`src/rtl/mc_ctrl_pkg.sv`:
```
// Shared definitions for the multicycle MIPS-subset control unit:
// state encodings, opcode constants, select codes and the control word.
package mc_ctrl_pkg;

  typedef enum logic [3:0] {
    S_FETCH     = 4'd0,
    S_DECODE    = 4'd1,
    S_MEM_ADDR  = 4'd2,
    S_MEM_READ  = 4'd3,
    S_MEM_WB    = 4'd4,
    S_MEM_WRITE = 4'd5,
    S_R_EXEC    = 4'd6,
    S_R_WB      = 4'd7,
    S_I_EXEC    = 4'd8,
    S_I_WB      = 4'd9,
    S_BRANCH    = 4'd10,
    S_JUMP      = 4'd11
  } state_t;

  localparam logic [5:0] OP_R    = 6'b000000;
  localparam logic [5:0] OP_LW   = 6'b100011;
  localparam logic [5:0] OP_SW   = 6'b101011;
  localparam logic [5:0] OP_BEQ  = 6'b000100;
  localparam logic [5:0] OP_BNE  = 6'b000101;
  localparam logic [5:0] OP_ADDI = 6'b001000;
  localparam logic [5:0] OP_J    = 6'b000010;
  localparam logic [5:0] OP_JAL  = 6'b000011;

  localparam logic [1:0] PCS_PC4  = 2'b00;
  localparam logic [1:0] PCS_BEQ  = 2'b01;
  localparam logic [1:0] PCS_BNE  = 2'b10;
  localparam logic [1:0] PCS_JUMP = 2'b11;

  localparam logic [1:0] ALU_ADD   = 2'b00;
  localparam logic [1:0] ALU_SUB   = 2'b01;
  localparam logic [1:0] ALU_FUNCT = 2'b10;

  localparam logic [1:0] RD_RT = 2'b00;
  localparam logic [1:0] RD_RD = 2'b01;
  localparam logic [1:0] RD_RA = 2'b10;

  localparam logic [1:0] M2R_ALU = 2'b00;
  localparam logic [1:0] M2R_MDR = 2'b01;
  localparam logic [1:0] M2R_PC  = 2'b10;

  localparam logic [1:0] SRCB_B      = 2'b00;
  localparam logic [1:0] SRCB_4      = 2'b01;
  localparam logic [1:0] SRCB_IMM    = 2'b10;
  localparam logic [1:0] SRCB_IMM_SH = 2'b11;

  typedef struct packed {
    logic       pc_write;
    logic       pc_write_cond;
    logic [1:0] pc_source;
    logic       iord;
    logic       mem_read;
    logic       mem_write;
    logic       ir_write;
    logic       reg_write;
    logic [1:0] reg_dst;
    logic [1:0] mem_to_reg;
    logic       alu_src_a;
    logic [1:0] alu_src_b;
    logic [1:0] alu_op;
  } ctrl_t;

endpackage

```
`src/rtl/multicycle_control_if.sv`:
```
// Control bus between the multicycle controller and its datapath.
// master: the controller (takes opcode/mem_ready, drives all controls).
// slave : the datapath side.
interface multicycle_control_if #(parameter int COUNT_W = 32);
  logic [5:0]         opcode;
  logic               mem_ready;
  logic               pc_write;
  logic               pc_write_cond;
  logic [1:0]         pc_source;
  logic               iord;
  logic               mem_read;
  logic               mem_write;
  logic               ir_write;
  logic               reg_write;
  logic [1:0]         reg_dst;
  logic [1:0]         mem_to_reg;
  logic               alu_src_a;
  logic [1:0]         alu_src_b;
  logic [1:0]         alu_op;
  logic               illegal_op;
  logic [COUNT_W-1:0] instr_count;

  modport master (
    input  opcode, mem_ready,
    output pc_write, pc_write_cond, pc_source, iord, mem_read, mem_write,
           ir_write, reg_write, reg_dst, mem_to_reg, alu_src_a, alu_src_b,
           alu_op, illegal_op, instr_count
  );

  modport slave (
    output opcode, mem_ready,
    input  pc_write, pc_write_cond, pc_source, iord, mem_read, mem_write,
           ir_write, reg_write, reg_dst, mem_to_reg, alu_src_a, alu_src_b,
           alu_op, illegal_op, instr_count
  );
endinterface

```
`src/rtl/mc_ctrl_output_decode.sv`:
```
// Combinational control-word decode: state + latched opcode -> control word.
// Ports: state, op_q, mem_ready in; cw (ctrl_t) out.
module mc_ctrl_output_decode
  import mc_ctrl_pkg::*;
(
  input  state_t     state,
  input  logic [5:0] op_q,
  input  logic       mem_ready,
  output ctrl_t      cw
);
  always_comb begin
    cw = '0;
    case (state)
      S_FETCH: begin
        cw.mem_read  = 1'b1;
        cw.alu_src_b = SRCB_4;
        // IR and PC+4 only commit once the instruction word is actually back
        cw.ir_write  = mem_ready;
        cw.pc_write  = mem_ready;
      end
      S_DECODE:   cw.alu_src_b = SRCB_IMM_SH;
      S_MEM_ADDR: begin
        cw.alu_src_a = 1'b1;
        cw.alu_src_b = SRCB_IMM;
      end
      S_MEM_READ: begin
        cw.mem_read = 1'b1;
        cw.iord     = 1'b1;
      end
      S_MEM_WB: begin
        cw.reg_write  = 1'b1;
        cw.mem_to_reg = M2R_MDR;
      end
      S_MEM_WRITE: begin
        cw.mem_write = 1'b1;
        cw.iord      = 1'b1;
      end
      S_R_EXEC: begin
        cw.alu_src_a = 1'b1;
        cw.alu_op    = ALU_FUNCT;
      end
      S_R_WB: begin
        cw.reg_write = 1'b1;
        cw.reg_dst   = RD_RD;
      end
      S_I_EXEC: begin
        cw.alu_src_a = 1'b1;
        cw.alu_src_b = SRCB_IMM;
      end
      S_I_WB: cw.reg_write = 1'b1;
      S_BRANCH: begin
        cw.alu_src_a     = 1'b1;
        cw.alu_op        = ALU_SUB;
        cw.pc_write_cond = 1'b1;
        cw.pc_source     = (op_q == OP_BNE) ? PCS_BNE : PCS_BEQ;
      end
      S_JUMP: begin
        cw.pc_write  = 1'b1;
        cw.pc_source = PCS_JUMP;
        // JAL links: PC already holds PC+4 after fetch
        if (op_q == OP_JAL) begin
          cw.reg_write  = 1'b1;
          cw.reg_dst    = RD_RA;
          cw.mem_to_reg = M2R_PC;
        end
      end
      default: cw = '0;
    endcase
  end
endmodule

```
`src/rtl/multicycle_control.sv`:
```
// Main control FSM of the multicycle MIPS-subset datapath.
// Ports: clk, reset_n (sync, active low), bus (master modport: opcode and
// mem_ready in; all datapath controls, illegal_op pulse, instr_count out).
module multicycle_control
  import mc_ctrl_pkg::*;
#(
  parameter int COUNT_W = 32
) (
  input  logic                clk,
  input  logic                reset_n,
  multicycle_control_if.master bus
);
  state_t             state, state_nxt;
  logic [5:0]         op_q;
  logic               illegal_op;
  logic [COUNT_W-1:0] instr_count;
  logic               retire;
  logic               op_bad;
  ctrl_t              cw, cw_o;

  always_ff @(posedge clk) begin
    if (!reset_n) begin
      state       <= S_FETCH;
      op_q        <= '0;
      illegal_op  <= 1'b0;
      instr_count <= '0;
    end else begin
      state      <= state_nxt;
      illegal_op <= (state == S_DECODE) && op_bad;
      if (state == S_DECODE) op_q <= bus.opcode;
      if (retire) instr_count <= instr_count + 1'b1;
    end
  end

  always_comb begin
    state_nxt = state;
    op_bad    = 1'b0;
    retire    = 1'b0;
    case (state)
      S_FETCH:  if (bus.mem_ready) state_nxt = S_DECODE;
      S_DECODE: begin
        case (bus.opcode)
          OP_R:          state_nxt = S_R_EXEC;
          OP_LW, OP_SW:  state_nxt = S_MEM_ADDR;
          OP_ADDI:       state_nxt = S_I_EXEC;
          OP_BEQ, OP_BNE: state_nxt = S_BRANCH;
          OP_J, OP_JAL:  state_nxt = S_JUMP;
          default: begin
            state_nxt = S_FETCH;
            op_bad    = 1'b1;
          end
        endcase
      end
      S_MEM_ADDR: state_nxt = (op_q == OP_LW) ? S_MEM_READ : S_MEM_WRITE;
      S_MEM_READ: if (bus.mem_ready) state_nxt = S_MEM_WB;
      S_MEM_WB: begin
        state_nxt = S_FETCH;
        retire    = 1'b1;
      end
      S_MEM_WRITE: if (bus.mem_ready) begin
        state_nxt = S_FETCH;
        retire    = 1'b1;
      end
      S_R_EXEC: state_nxt = S_R_WB;
      S_I_EXEC: state_nxt = S_I_WB;
      S_R_WB, S_I_WB, S_BRANCH, S_JUMP: begin
        state_nxt = S_FETCH;
        retire    = 1'b1;
      end
      default: state_nxt = S_FETCH;
    endcase
  end

  mc_ctrl_output_decode u_dec (
    .state     (state),
    .op_q      (op_q),
    .mem_ready (bus.mem_ready),
    .cw        (cw)
  );

  // Reset blanks everything combinationally so an abandoned write dies at once
  assign cw_o = reset_n ? cw : '0;

  assign bus.pc_write      = cw_o.pc_write;
  assign bus.pc_write_cond = cw_o.pc_write_cond;
  assign bus.pc_source     = cw_o.pc_source;
  assign bus.iord          = cw_o.iord;
  assign bus.mem_read      = cw_o.mem_read;
  assign bus.mem_write     = cw_o.mem_write;
  assign bus.ir_write      = cw_o.ir_write;
  assign bus.reg_write     = cw_o.reg_write;
  assign bus.reg_dst       = cw_o.reg_dst;
  assign bus.mem_to_reg    = cw_o.mem_to_reg;
  assign bus.alu_src_a     = cw_o.alu_src_a;
  assign bus.alu_src_b     = cw_o.alu_src_b;
  assign bus.alu_op        = cw_o.alu_op;
  assign bus.illegal_op    = illegal_op;
  assign bus.instr_count   = instr_count;
endmodule

```
`src/flat_wrapper.sv`:
```
// flat-port wrapper written by rule: the top's interface ports become plain ports
module multicycle_control_flat import mc_ctrl_pkg::*;
#(
  parameter int COUNT_W = 32
)
  (clk, reset_n, bus_opcode, bus_mem_ready, bus_pc_write, bus_pc_write_cond, bus_pc_source, bus_iord, bus_mem_read, bus_mem_write, bus_ir_write, bus_reg_write, bus_reg_dst, bus_mem_to_reg, bus_alu_src_a, bus_alu_src_b, bus_alu_op, bus_illegal_op, bus_instr_count);
  multicycle_control_if #(.COUNT_W(COUNT_W)) bus_i ();
  input  logic clk;
  input  logic reset_n;
  input wire logic [$bits(bus_i.opcode)-1:0] bus_opcode;
  input wire logic [$bits(bus_i.mem_ready)-1:0] bus_mem_ready;
  output wire logic [$bits(bus_i.pc_write)-1:0] bus_pc_write;
  output wire logic [$bits(bus_i.pc_write_cond)-1:0] bus_pc_write_cond;
  output wire logic [$bits(bus_i.pc_source)-1:0] bus_pc_source;
  output wire logic [$bits(bus_i.iord)-1:0] bus_iord;
  output wire logic [$bits(bus_i.mem_read)-1:0] bus_mem_read;
  output wire logic [$bits(bus_i.mem_write)-1:0] bus_mem_write;
  output wire logic [$bits(bus_i.ir_write)-1:0] bus_ir_write;
  output wire logic [$bits(bus_i.reg_write)-1:0] bus_reg_write;
  output wire logic [$bits(bus_i.reg_dst)-1:0] bus_reg_dst;
  output wire logic [$bits(bus_i.mem_to_reg)-1:0] bus_mem_to_reg;
  output wire logic [$bits(bus_i.alu_src_a)-1:0] bus_alu_src_a;
  output wire logic [$bits(bus_i.alu_src_b)-1:0] bus_alu_src_b;
  output wire logic [$bits(bus_i.alu_op)-1:0] bus_alu_op;
  output wire logic [$bits(bus_i.illegal_op)-1:0] bus_illegal_op;
  output wire logic [$bits(bus_i.instr_count)-1:0] bus_instr_count;
  assign bus_i.opcode = bus_opcode;
  assign bus_i.mem_ready = bus_mem_ready;
  assign bus_pc_write = bus_i.pc_write;
  assign bus_pc_write_cond = bus_i.pc_write_cond;
  assign bus_pc_source = bus_i.pc_source;
  assign bus_iord = bus_i.iord;
  assign bus_mem_read = bus_i.mem_read;
  assign bus_mem_write = bus_i.mem_write;
  assign bus_ir_write = bus_i.ir_write;
  assign bus_reg_write = bus_i.reg_write;
  assign bus_reg_dst = bus_i.reg_dst;
  assign bus_mem_to_reg = bus_i.mem_to_reg;
  assign bus_alu_src_a = bus_i.alu_src_a;
  assign bus_alu_src_b = bus_i.alu_src_b;
  assign bus_alu_op = bus_i.alu_op;
  assign bus_illegal_op = bus_i.illegal_op;
  assign bus_instr_count = bus_i.instr_count;
  multicycle_control #(.COUNT_W(COUNT_W)) u_core (.clk(clk), .reset_n(reset_n), .bus(bus_i));
endmodule
```
`config.mk`:
```
export PLATFORM = sky130hd
export DESIGN_NAME = multicycle_control_flat
export DESIGN_NICKNAME = d
export VERILOG_FILES = /design/src/rtl/mc_ctrl_pkg.sv /design/src/rtl/multicycle_control_if.sv /design/src/rtl/mc_ctrl_output_decode.sv /design/src/rtl/multicycle_control.sv /design/src/flat_wrapper.sv
export SDC_FILE = /design/constraint.sdc
export NUM_CORES = 1
export LEC_CHECK = 0
export BUFFER_PORTS_ARGS = -buffer_cell sky130_fd_sc_hd__buf_2
export CORE_ASPECT_RATIO = 0.5
export CORE_MARGIN = 2
export CORE_UTILIZATION = 35
export DETAILED_ROUTE_END_ITERATION = 10
export PLACE_DENSITY = 0.58
export SKIP_CTS_REPAIR_TIMING = 1
export SLEW_MARGIN = 20
export SYNTH_ARGS = -nofsm -noshare
export SYNTH_HDL_FRONTEND = slang
export SYNTH_HIERARCHICAL = 1
export SYNTH_SLANG_ARGS = --single-unit
```
`constraint.sdc`:
```
create_clock -name clk -period 3.85 [get_ports clk]
set_clock_uncertainty 0.2 [all_clocks]
set_input_delay 0.1925 -clock clk [delete_from_list [all_inputs] [get_ports clk]]
set_output_delay 0.1925 -clock clk [all_outputs]
set_load 0.005 [all_outputs]
```
; ---- After elaboration in Yosys (flattened, before gate mapping)
; Cells that the tools add are included.
[word_totals]
out_inout_bits = 51
inputBits = 9
register_bits = 43
[op_classes]
add_sub_neg = 1
reduce_logical = 14
mux = 26
n_eq_ne = 24
[ops]
columns = cell, n
row1 = $add A32 B1 Y32 const B, 1
row2 = $pmux W4 S7, 1
row3 = $pmux W4 S5, 1
row4 = $eq A6 B2 Y1 const B, 3
row5 = $eq A6 B3 Y1 const B, 3
row6 = $eq A6 B6 Y1 const B, 3
row7 = $mux W18, 1
row8 = $eq A4 B3 Y1 const B, 4
row9 = $eq A4 B4 Y1 const B, 4
row10 = $pmux W2 S2, 4
row11 = $mux W4, 3
row12 = $reduce_or A2 Y1, 6
row13 = $mux W1, 9
row14 = $eq A4 B2 Y1 const B, 2
row15 = $reduce_or A8 Y1, 1
row16 = $eq A6 B4 Y1 const B, 1
row17 = $logic_not A6 Y1, 1
row18 = $ne A2 B2 Y1 const B, 3
row19 = $pmux W1 S2, 3
row20 = $pmux W2 S3, 1
row21 = $mux W5, 1
row22 = $reduce_or A5 Y1, 1
row23 = $eq A4 B1 Y1 const B, 1
row24 = $logic_not A4 Y1, 1
row25 = other kinds (6), 6

; ---- Logic depth before layout (Yosys ltp)
; Gate-level depths: netlist (run 1).
[depth]
word_depth = 5
ltp_mapped = 8
ltp_nobuf = 5

; ---- By module
; Netlist (run 1), hierarchy kept.
[by_module_without_submodules]
columns = module, cells_per_inst, area_each_um2, instances
row1 = multicycle_control, 298, 2444.8, 1
row2 = mc_ctrl_output_decode, 40, 286.5, 1

; ---- Worst setup path after synthesis (run 1)
; Ideal clock, no wire load.
[synth_path]
path_kind = register -> register
startpoint = register u_core.state[1]
endpoint = register u_core.instr_count[21] (netlist: u_core/bus.instr_count[21])
path_stages_with_launch = 8
t_arrival_ps = 1804
synth_period_minus_slack_ps = 2074
setup_slack_ps = 1776
setup_time_ps = 71
n_path_buf = 3
path_cell_list = dfxtp_1 > buf_6 > nor3b_1 > o32a_1 > buf_6 > buf_6 > or4_1 > a21oi_1
[synth_between]
elab_chain_len = 3
word_cells_on_any_way = 8
classes_between = eq/ne (6) / mux (1) / reduce/logical (1)
[synth_lines]
columns = element, line
row1 = "start, declared", multicycle_control.sv:13  ; state_t state, state_nxt;
row2 = "start signal, assigned", multicycle_control.sv:28  ; state <= state_nxt;
row3 = $eq A4 B3 Y1 / $eq A4 B4 Y1 (equally long branches), multicycle_control.sv:39  ; case (state)
row4 = $reduce_or A5 Y1 (no line), --
row5 = $pmux W1 S2 *, multicycle_control.sv:39
row6 = "end signal, assigned", multicycle_control.sv:31  ; if (retire) instr_count <= instr_count + 1'b1;
row7 = "end, declared", multicycle_control.sv:16  ; logic [COUNT_W-1:0] instr_count;
; Mark *: on every way between the ends. The rest lies on a longest branch, timed or not.
; A chain may end at the register's enable or synchronous reset.

==> reports/metrics.csv, run 1 <==
metric,value,unit
outcome,"complete, no violations",
grt_setup_unrepaired,false,
syn_area,2730,um^2
die_x,129,um
ios,60,
synth_edf_count,0,
grtUsageMet1,20.5,%
fin_nets,388,
clock_path_buffers,2,
drv_slew,0,
slew_headroom,33.3,%
dp_hpwl,4.50,mm
cpMaxStageDelayCell,dfxtp_1,
async_flop_share,0,%
worstSetupPathType,reg2out,
row_count,22,
n_fill_cell,786,
cts_made_buffers,5,
finalSetupTns,0,ns
grt_pass1_vias,2401,
ys_seq_elements,43,
powerDensity,301,nW/um^2
yosysTopAreaCell,dfxtp_1,
layout-drive-gt1-share,21.4,%
r2r_end,u_core/bus.instr_count[21]$_SDFFE_PN0P_,
multi_input_area,1700,um^2
cp_common_cell,and2_1,
fp.dieH,66.5,um
period_share,70.5,%
yosysTopAreaCellShare,31.5,%
synthesis.nets,348,
grt_use_met2,27.6,%
area_growth_syn_to_layout,15.8,%
drt-pass1-iter-count,4,
io_buffer_count,59,
cts_tree,built,
path_cells,nor2_1 > and2_1 > or4_1 > and2_1 > buf_2,
synthCells,338,
worst_path_largest_cell_delay,0.83,ns
dieArea,8570,um^2
start_util,36.8,%
holdPathEnd,u_core/op_q[4]$_SDFFE_PN0P_,
cap_violations,0,
num_antenna_cells,0,
drt_iter0_markers,194,
reg2reg_depth,5,
grt_max_degree,55,
grt_pass1_wl,11.2,mm
core-area,7430,um^2
routedWlPerCell,14.2,um
antenna_found_initial,0,
numClockSinks,43,
cp-end-kind,output pin,
post-synth-top-count-cell,dfxtp_1,
max_slew.worst_pin.slew,1.00,ns
synth_cell_type_count,57,
synth_commonest_cells,"43 x dfxtp_1, 25 x a21oi_1, 24 x nand2_1",
p_total,0.953,mW
setup_viol,0,
root_buffer,clkbuf_16,
hp-class,in2reg,
route.antenna.remaining_nets,0,
clk_pin_slew,0.06,ns
worstHoldStart,bus_opcode[4],
clk_latency,0.29,ns
peakVddDrop,0.000156,V
ys_top_cells_by_area,"dfxtp_1 32%, mux2i_1 5.5%, a21oi_1 4.6%",
clock.fmax,369,MHz
yosysWarnings,6,
htree_num_levels,2,
seq_area,861,um^2
synth_ff_type,dfxtp_1,
drc,0,
hold_viol,0,
fin_crit,2.71,ns
r2r_slack,1.18,ns
startpoint_type,register,
grt_usage,16.2,%
gp_congestion,0.752,
power_leakage,1.26,nW
routed_via_density,5.60,
crit_fanout,26,
via_count,2653,
cp_data_arrival_time,2.32,ns
worstHoldPathCells,3,
syn_avg_cell_area,8.08,um^2
routed_wirelength,6.73,mm
busiest_layer,met2,
grt_util_met3,3.61,%
synth_seq_area_share,31.5,%
overflow,0,
timing.rr.start,u_core/state[1]$_SDFFE_PN0P_,
required,3.46,ns
==> worst max path at each step <==
stage	startpoint	end	slack, ns	cells past startpoint
after global routing	u_core/state[0]$_SDFFE_PN0P_	bus_reg_write	0.99	5
after global placement	u_core/state[1]$_SDFFE_PN0P_	u_core/bus.instr_count[16]$_SDFFE_PN0P_	1.33	5
after detailed placement	u_core/state[1]$_SDFFE_PN0P_	u_core/bus.instr_count[21]$_SDFFE_PN0P_	1.22	5
after floorplan	u_core/state[1]$_SDFFE_PN0P_	u_core/bus.instr_count[21]$_SDFFE_PN0P_	1.78	7
after CTS	u_core/state[0]$_SDFFE_PN0P_	bus_reg_write	1.12	5
final	u_core/state[0]$_SDFFE_PN0P_	bus_reg_write	1.14	5
==> state kept, by name (all words and copies together) (netlist names) <==
register / cells
u_core/op_q: 6
u_core/bus.instr_count: 32
u_core/state: 4
u_core/bus.illegal_op: 1
==> worst max-delay path, delay by kind of cell, from the launching register on <==
family	cells	cell delay [ns]
buffers and inverters	1	0.12
DFF	1	0.83
and+or+nand+nor	4	1.08
==> stage by stage <==
| stage | hold slack (ns) | instance area (um^2) | cells | setup WS, ns | utilization [%] |
|---|---|---|---|---|---|
| floorplan | 0.140 | 2730 | 338 | 1.78 | - |
| global placement | 0.253 | 3020 | 467 | 1.33 | 40.6 |
| detailed placement | 0.262 | 3020 | 467 | 1.22 | 40.6 |
| CTS | 0.0241 | 3160 | 474 | 1.12 | 42.6 |
| global route | 0.0548 | 3160 | 474 | 0.985 | 42.6 |
| finish | 0.0273 | 3160 | 474 | 1.14 | 42.6 |
==> layout by cell type, fill, tap and decap left out, types with 4 or more instances in the layout <==
cell type | synthesis | routed
clkbuf_16 | 0 | 5
nor3_1 | 6 | 6
and2_1 | 20 | 20
o21ai_0 | 9 | 9
a21oi_1 | 25 | 25
inv_1 | 6 | 6
nand2b_1 | 10 | 10
nand4_1 | 7 | 7
buf_2 | 6 | 59
dfxtp_1 | 43 | 43
or3_1 | 4 | 4
o31ai_1 | 16 | 16
or4_1 | 16 | 16
nor2_1 | 20 | 20
nand2_1 | 24 | 24
and4_1 | 6 | 6
nand3_1 | 15 | 15
mux2i_1 | 15 | 15
nor2b_1 | 6 | 6
and3_1 | 7 | 7
nor4_1 | 10 | 10
==> area by class of cell <==
cell class,count,area share [%]
multi-input combinational,259,53.6
clock buffer,6,4.39
clock inverter,1,0.158
tap,96,3.80
sequential,43,27.2
inverter,7,0.830
timing repair buffer,62,10.0
==> kinds of logic (layout without fill, tap and decap cells) <==
kind of cell	after synthesis	in the layout	synth area share [%]
DFF	43	43	31.5
muxes	16	16	5.91
adders and majority gates	1	1	0.458
AOI/OAI and AO/OA	70	70	16.5
xor gates and xnor gates	4	4	1.28
and+or+nand+nor	168	168	37.7
buffers and inverters	36	76	6.64
==> power by group <==
| group | leakage, nW | switching (mW) | internal [mW] | total, mW |
|---|---|---|---|---|
| Clock | 0.0727 | 0.170 | 0.253 | 0.423 |
| Combinational | 0.842 | 0.0413 | 0.0289 | 0.0702 |
| Sequential | 0.347 | 0.00938 | 0.450 | 0.460 |
==> metal layers <==
layer	share of wire (%)	vias up
met4	1.3	0
met2	46	55
met3	4.3	10
li1	-	1331
met5	0	-
met1	48	1257
Power figures use the tool's default switching activity.
==> run 2, diff against run 1 <==
--- a/config.mk
+++ b/config.mk
@@ -5,12 +5,13 @@
 export SDC_FILE = /design/constraint.sdc
 export NUM_CORES = 1
 export LEC_CHECK = 0
+export ABC_AREA = 1
 export BUFFER_PORTS_ARGS = -buffer_cell sky130_fd_sc_hd__buf_2
 export CORE_ASPECT_RATIO = 0.5
 export CORE_MARGIN = 2
 export CORE_UTILIZATION = 35
 export DETAILED_ROUTE_END_ITERATION = 10
-export PLACE_DENSITY = 0.58
+export PLACE_DENSITY = 0.59
 export SKIP_CTS_REPAIR_TIMING = 1
 export SLEW_MARGIN = 20
 export SYNTH_ARGS = -nofsm -noshare
==> constraint.sdc (replaced) <==
create_clock -name clk -period 2.3 [get_ports clk]
set_clock_uncertainty 0.2 [all_clocks]
set_input_delay 0.115 -clock clk [delete_from_list [all_inputs] [get_ports clk]]
set_output_delay 0.115 -clock clk [all_outputs]
set_load 0.005 [all_outputs]
==> reports/metrics.csv, run 2 <==
metric,value,unit,change
routed_wirelength,7.31,mm,was 6.73 mm
syn_avg_cell_area,5.69,um^2,was 8.08 um^2
switchingPower,0.404,mW,was 0.221 mW
p_int,1.21,mW,was 0.732 mW
synth_cell_type_count,28,,was 57
layout-drive-gt1-share,15.8,%,was 21.4%
ys_seq_elements,43,,unchanged
drt_iter0_markers,171,,was 194
grt_max_degree,26,,was 55
final_util,43.5,%,was 42.6%
antenna_found_initial,0,,unchanged
timing.rr.start,u_core/state[0]$_SDFFE_PN0P_,,was u_core/state[1]$_SDFFE_PN0P_
row_count,23,,was 22
drc,0,,unchanged
routed-wl-met3,307,um,was 291 um
fin_crit,2.00,ns,
synth_edf_count,0,,unchanged
cp_data_arrival_time,1.97,ns,was 2.32 ns
path_cells,inv_1 > nand2_1 > nand3_1 > nand3_2 > buf_4 > nand3_1 > o21ai_0 > nor2_1,,was nor2_1 > and2_1 > or4_1 > and2_1 > buf_2
cts_made_buffers,5,,unchanged
slew_headroom,54.4,%,was 33.3%
cap_violations,0,,unchanged
switching_share,25.0,%,was 23.2%
clock_path_buffers,2,,unchanged
final_common_cell,nand2_1,,was buf_2
gp_congestion,0.832,,was 0.752
die_x,133,um,was 129 um
critPathBufInv,2,,was 1
setup_viol,0,,unchanged
drt-pass1-iter-count,4,,unchanged
reg2reg_depth,8,,was 5
cp_common_cell,nand3_1,,was and2_1
highest_layer,met4,,unchanged
r2r_slack,0.30,ns,was 1.18 ns
routedWlPerCell,10.6,um,was 14.2 um
yosysTopAreaCell,dfxtp_1,,unchanged
worstSetupPathType,reg2reg,,was reg2out
yosysTopAreaCellShare,29.4,%,was 31.5%
max_slew.worst_pin.slew,0.683,ns,was 1.00 ns
largest_reg_flops,32,,unchanged
stdcell_count,688,,was 474
yosysWarnings,6,,unchanged
final_cell_area,3500,um^2,was 3160 um^2
core-area,8060,um^2,was 7430 um^2
cp-startpoint,u_core/state[0]$_SDFFE_PN0P_,,unchanged
hp-class,in2reg,,unchanged
clk_latency,0.29,ns,about the same
synthesis.nets,524,,was 348
powerDensity,461,nW/um^2,was 301 nW/um^2
via_count,3066,,was 2653
start_util,36.3,%,was 36.8%
fp.dieH,68.7,um,was 66.5 um
outcome,"complete, no violations",,unchanged
overflow,0,,unchanged
synth_commonest_cells,"157 x nand2_1, 91 x inv_1, 81 x nor2_1",,"was 43 x dfxtp_1, 25 x a21oi_1, 24 x nand2_1"
wl_met2,3.08,mm,was 3.11 mm
num_antenna_cells,0,,unchanged
synthCells,514,,was 338
synth_ff_type,dfxtp_1,,unchanged
period_share,86.8,%,
fin_nets,585,,was 388
synth_seq_area_share,29.4,%,was 31.5%
grt_pass1_wl,12.3,mm,was 11.2 mm
clock.fmax,501,MHz,
ios,60,,unchanged
htree_num_levels,2,,unchanged
top_register,u_core/bus.instr_count,,unchanged
clk_pin_slew,0.06,ns,about the same
r2r_end,u_core/bus.instr_count[31]$_SDFFE_PN0P_,,was u_core/bus.instr_count[21]$_SDFFE_PN0P_
required,2.28,ns,was 3.46 ns
worst_path_largest_cell_delay,0.48,ns,was 0.83 ns
root_buffer,clkbuf_16,,unchanged
drv_slew,0,,unchanged
power_leakage,1.76,nW,was 1.26 nW
path_depth,8,,was 5
io_buffer_count,59,,unchanged
p_comb_share,8.7,%,was 7.4%
cp-endpoint,u_core/bus.instr_count[31]$_SDFFE_PN0P_,,was bus_reg_write
placed_area,3300,um^2,was 3020 um^2
numClockSinks,43,,unchanged
place_inst,674,,was 467
final_cell_mix,"157 x nand2_1, 91 x inv_1, 81 x nor2_1",,"was 59 x buf_2, 43 x dfxtp_1, 25 x a21oi_1"
area_growth_syn_to_layout,19.8,%,was 15.8%
largestRegisters,"u_core/bus.instr_count x32, u_core/op_q x6, u_core/state x4",,unchanged
dp_hpwl,5.60,mm,was 4.50 mm
startpoint_type,register,,unchanged
grt_pass1_vias,2666,,was 2401
grt_setup_unrepaired,false,,unchanged
ys_top_cells_by_area,"dfxtp_1 29%, nand2_1 20%, inv_1 12%",,"was dfxtp_1 32%, mux2i_1 5.5%, a21oi_1 4.6%"
cts_tree,built,,unchanged
seqPwrFrac,47.9,%,was 48.2%
cpMaxStageDelayCell,dfxtp_1,,unchanged
cp-end-kind,register,,was output pin
async_flop_share,0,%,unchanged
cp_top_family,simple AND/OR/NAND/NOR gates,,unchanged
route.antenna.remaining_nets,0,,unchanged
hold_viol,0,,unchanged
crit_fanout,20,,was 26
routed_via_density,4.46,,was 5.60
finalSetupTns,0,ns,unchanged
grt_usage,16.9,%,was 16.2%
peakVddDrop,0.000231,V,was 0.000156 V
fin_hold_ws,0.0303,ns,was 0.0273 ns
clock_power_share,43.4,%,was 44.4%
met1Wirelength,3.86,mm,was 3.24 mm
syn_area,2930,um^2,was 2730 um^2
worstHoldStart,reset_n,,was bus_opcode[4]
dieArea,9150,um^2,was 8570 um^2
post-synth-top-count-cell,nand2_1,,was dfxtp_1
-- run 2: cell families after synthesis --
kind of cell / synth area share, %
AND/OR/NAND/NOR: 45.0
buffers and inverters: 14.8
XOR/XNOR: 1.80
adder cells (fa/ha/maj): 0.427
flip-flops: 29.4
AO/OA/AOI/OAI: 8.51
-- run 2: how the worst min path moves through the flow --
stage	slack [ns]	to	depth (start not counted)
finish	0.03	u_core/bus.instr_count[21]$_SDFFE_PN0P_	3
global route	0.06	u_core/bus.instr_count[16]$_SDFFE_PN0P_	3
CTS	-0.1	u_core/op_q[3]$_SDFFE_PN0P_	3
detailed placement	0.21	u_core/op_q[3]$_SDFFE_PN0P_	3
global placement	0.20	u_core/op_q[4]$_SDFFE_PN0P_	3
floorplan	0.05	u_core/op_q[2]$_SDFFE_PN0P_	2
-- run 2: cell type report --
| type | instances | area (um^2) |
|---|---|---|
| tap | 112 | 140 |
| timing repair buffer | 69 | 385 |
| sequential | 43 | 861 |
| fill | 894 | 4550 |
| clock buffer | 6 | 129 |
| clock inverter | 2 | 12.5 |
| inverter | 92 | 345 |
| multi-input combinational | 364 | 1630 |
-- run 2: worst register-to-register path: cells and delay by family, from the launching register on --
kind	cells	cell delay (ns)
buf+inv	2	0.39
compound gates	1	0.17
flops	1	0.48
simple gates	5	0.65
-- run 2: power by group through the flow --
stage	Clock (mW)	Sequential (mW)	Combinational, mW
6_report	0.702	0.774	0.141
5_1_grt	0.765	0.776	0.165
4_1_cts	0.729	0.774	0.134
3_5_place_dp	0	0.790	0.133
3_3_place_gp	0	0.790	0.134
2_1_floorplan	0	0.787	0.0962
-- run 2: stage by stage --
step                      setup slack [ns]  total power, mW
after detailed placement             0.311            0.924
after global placement               0.341            0.925
final                                0.305             1.62
after global routing                0.0743             1.71
after CTS                            0.292             1.64
after floorplan                      0.617            0.883
-- run 2: routing by layer --
layer  global-route usage, %  vias up
met5                       0        -
met4                    5.19        0
met3                    4.02        5
met2                    26.8       46
met1                    23.0     1323
li1                        -     1692
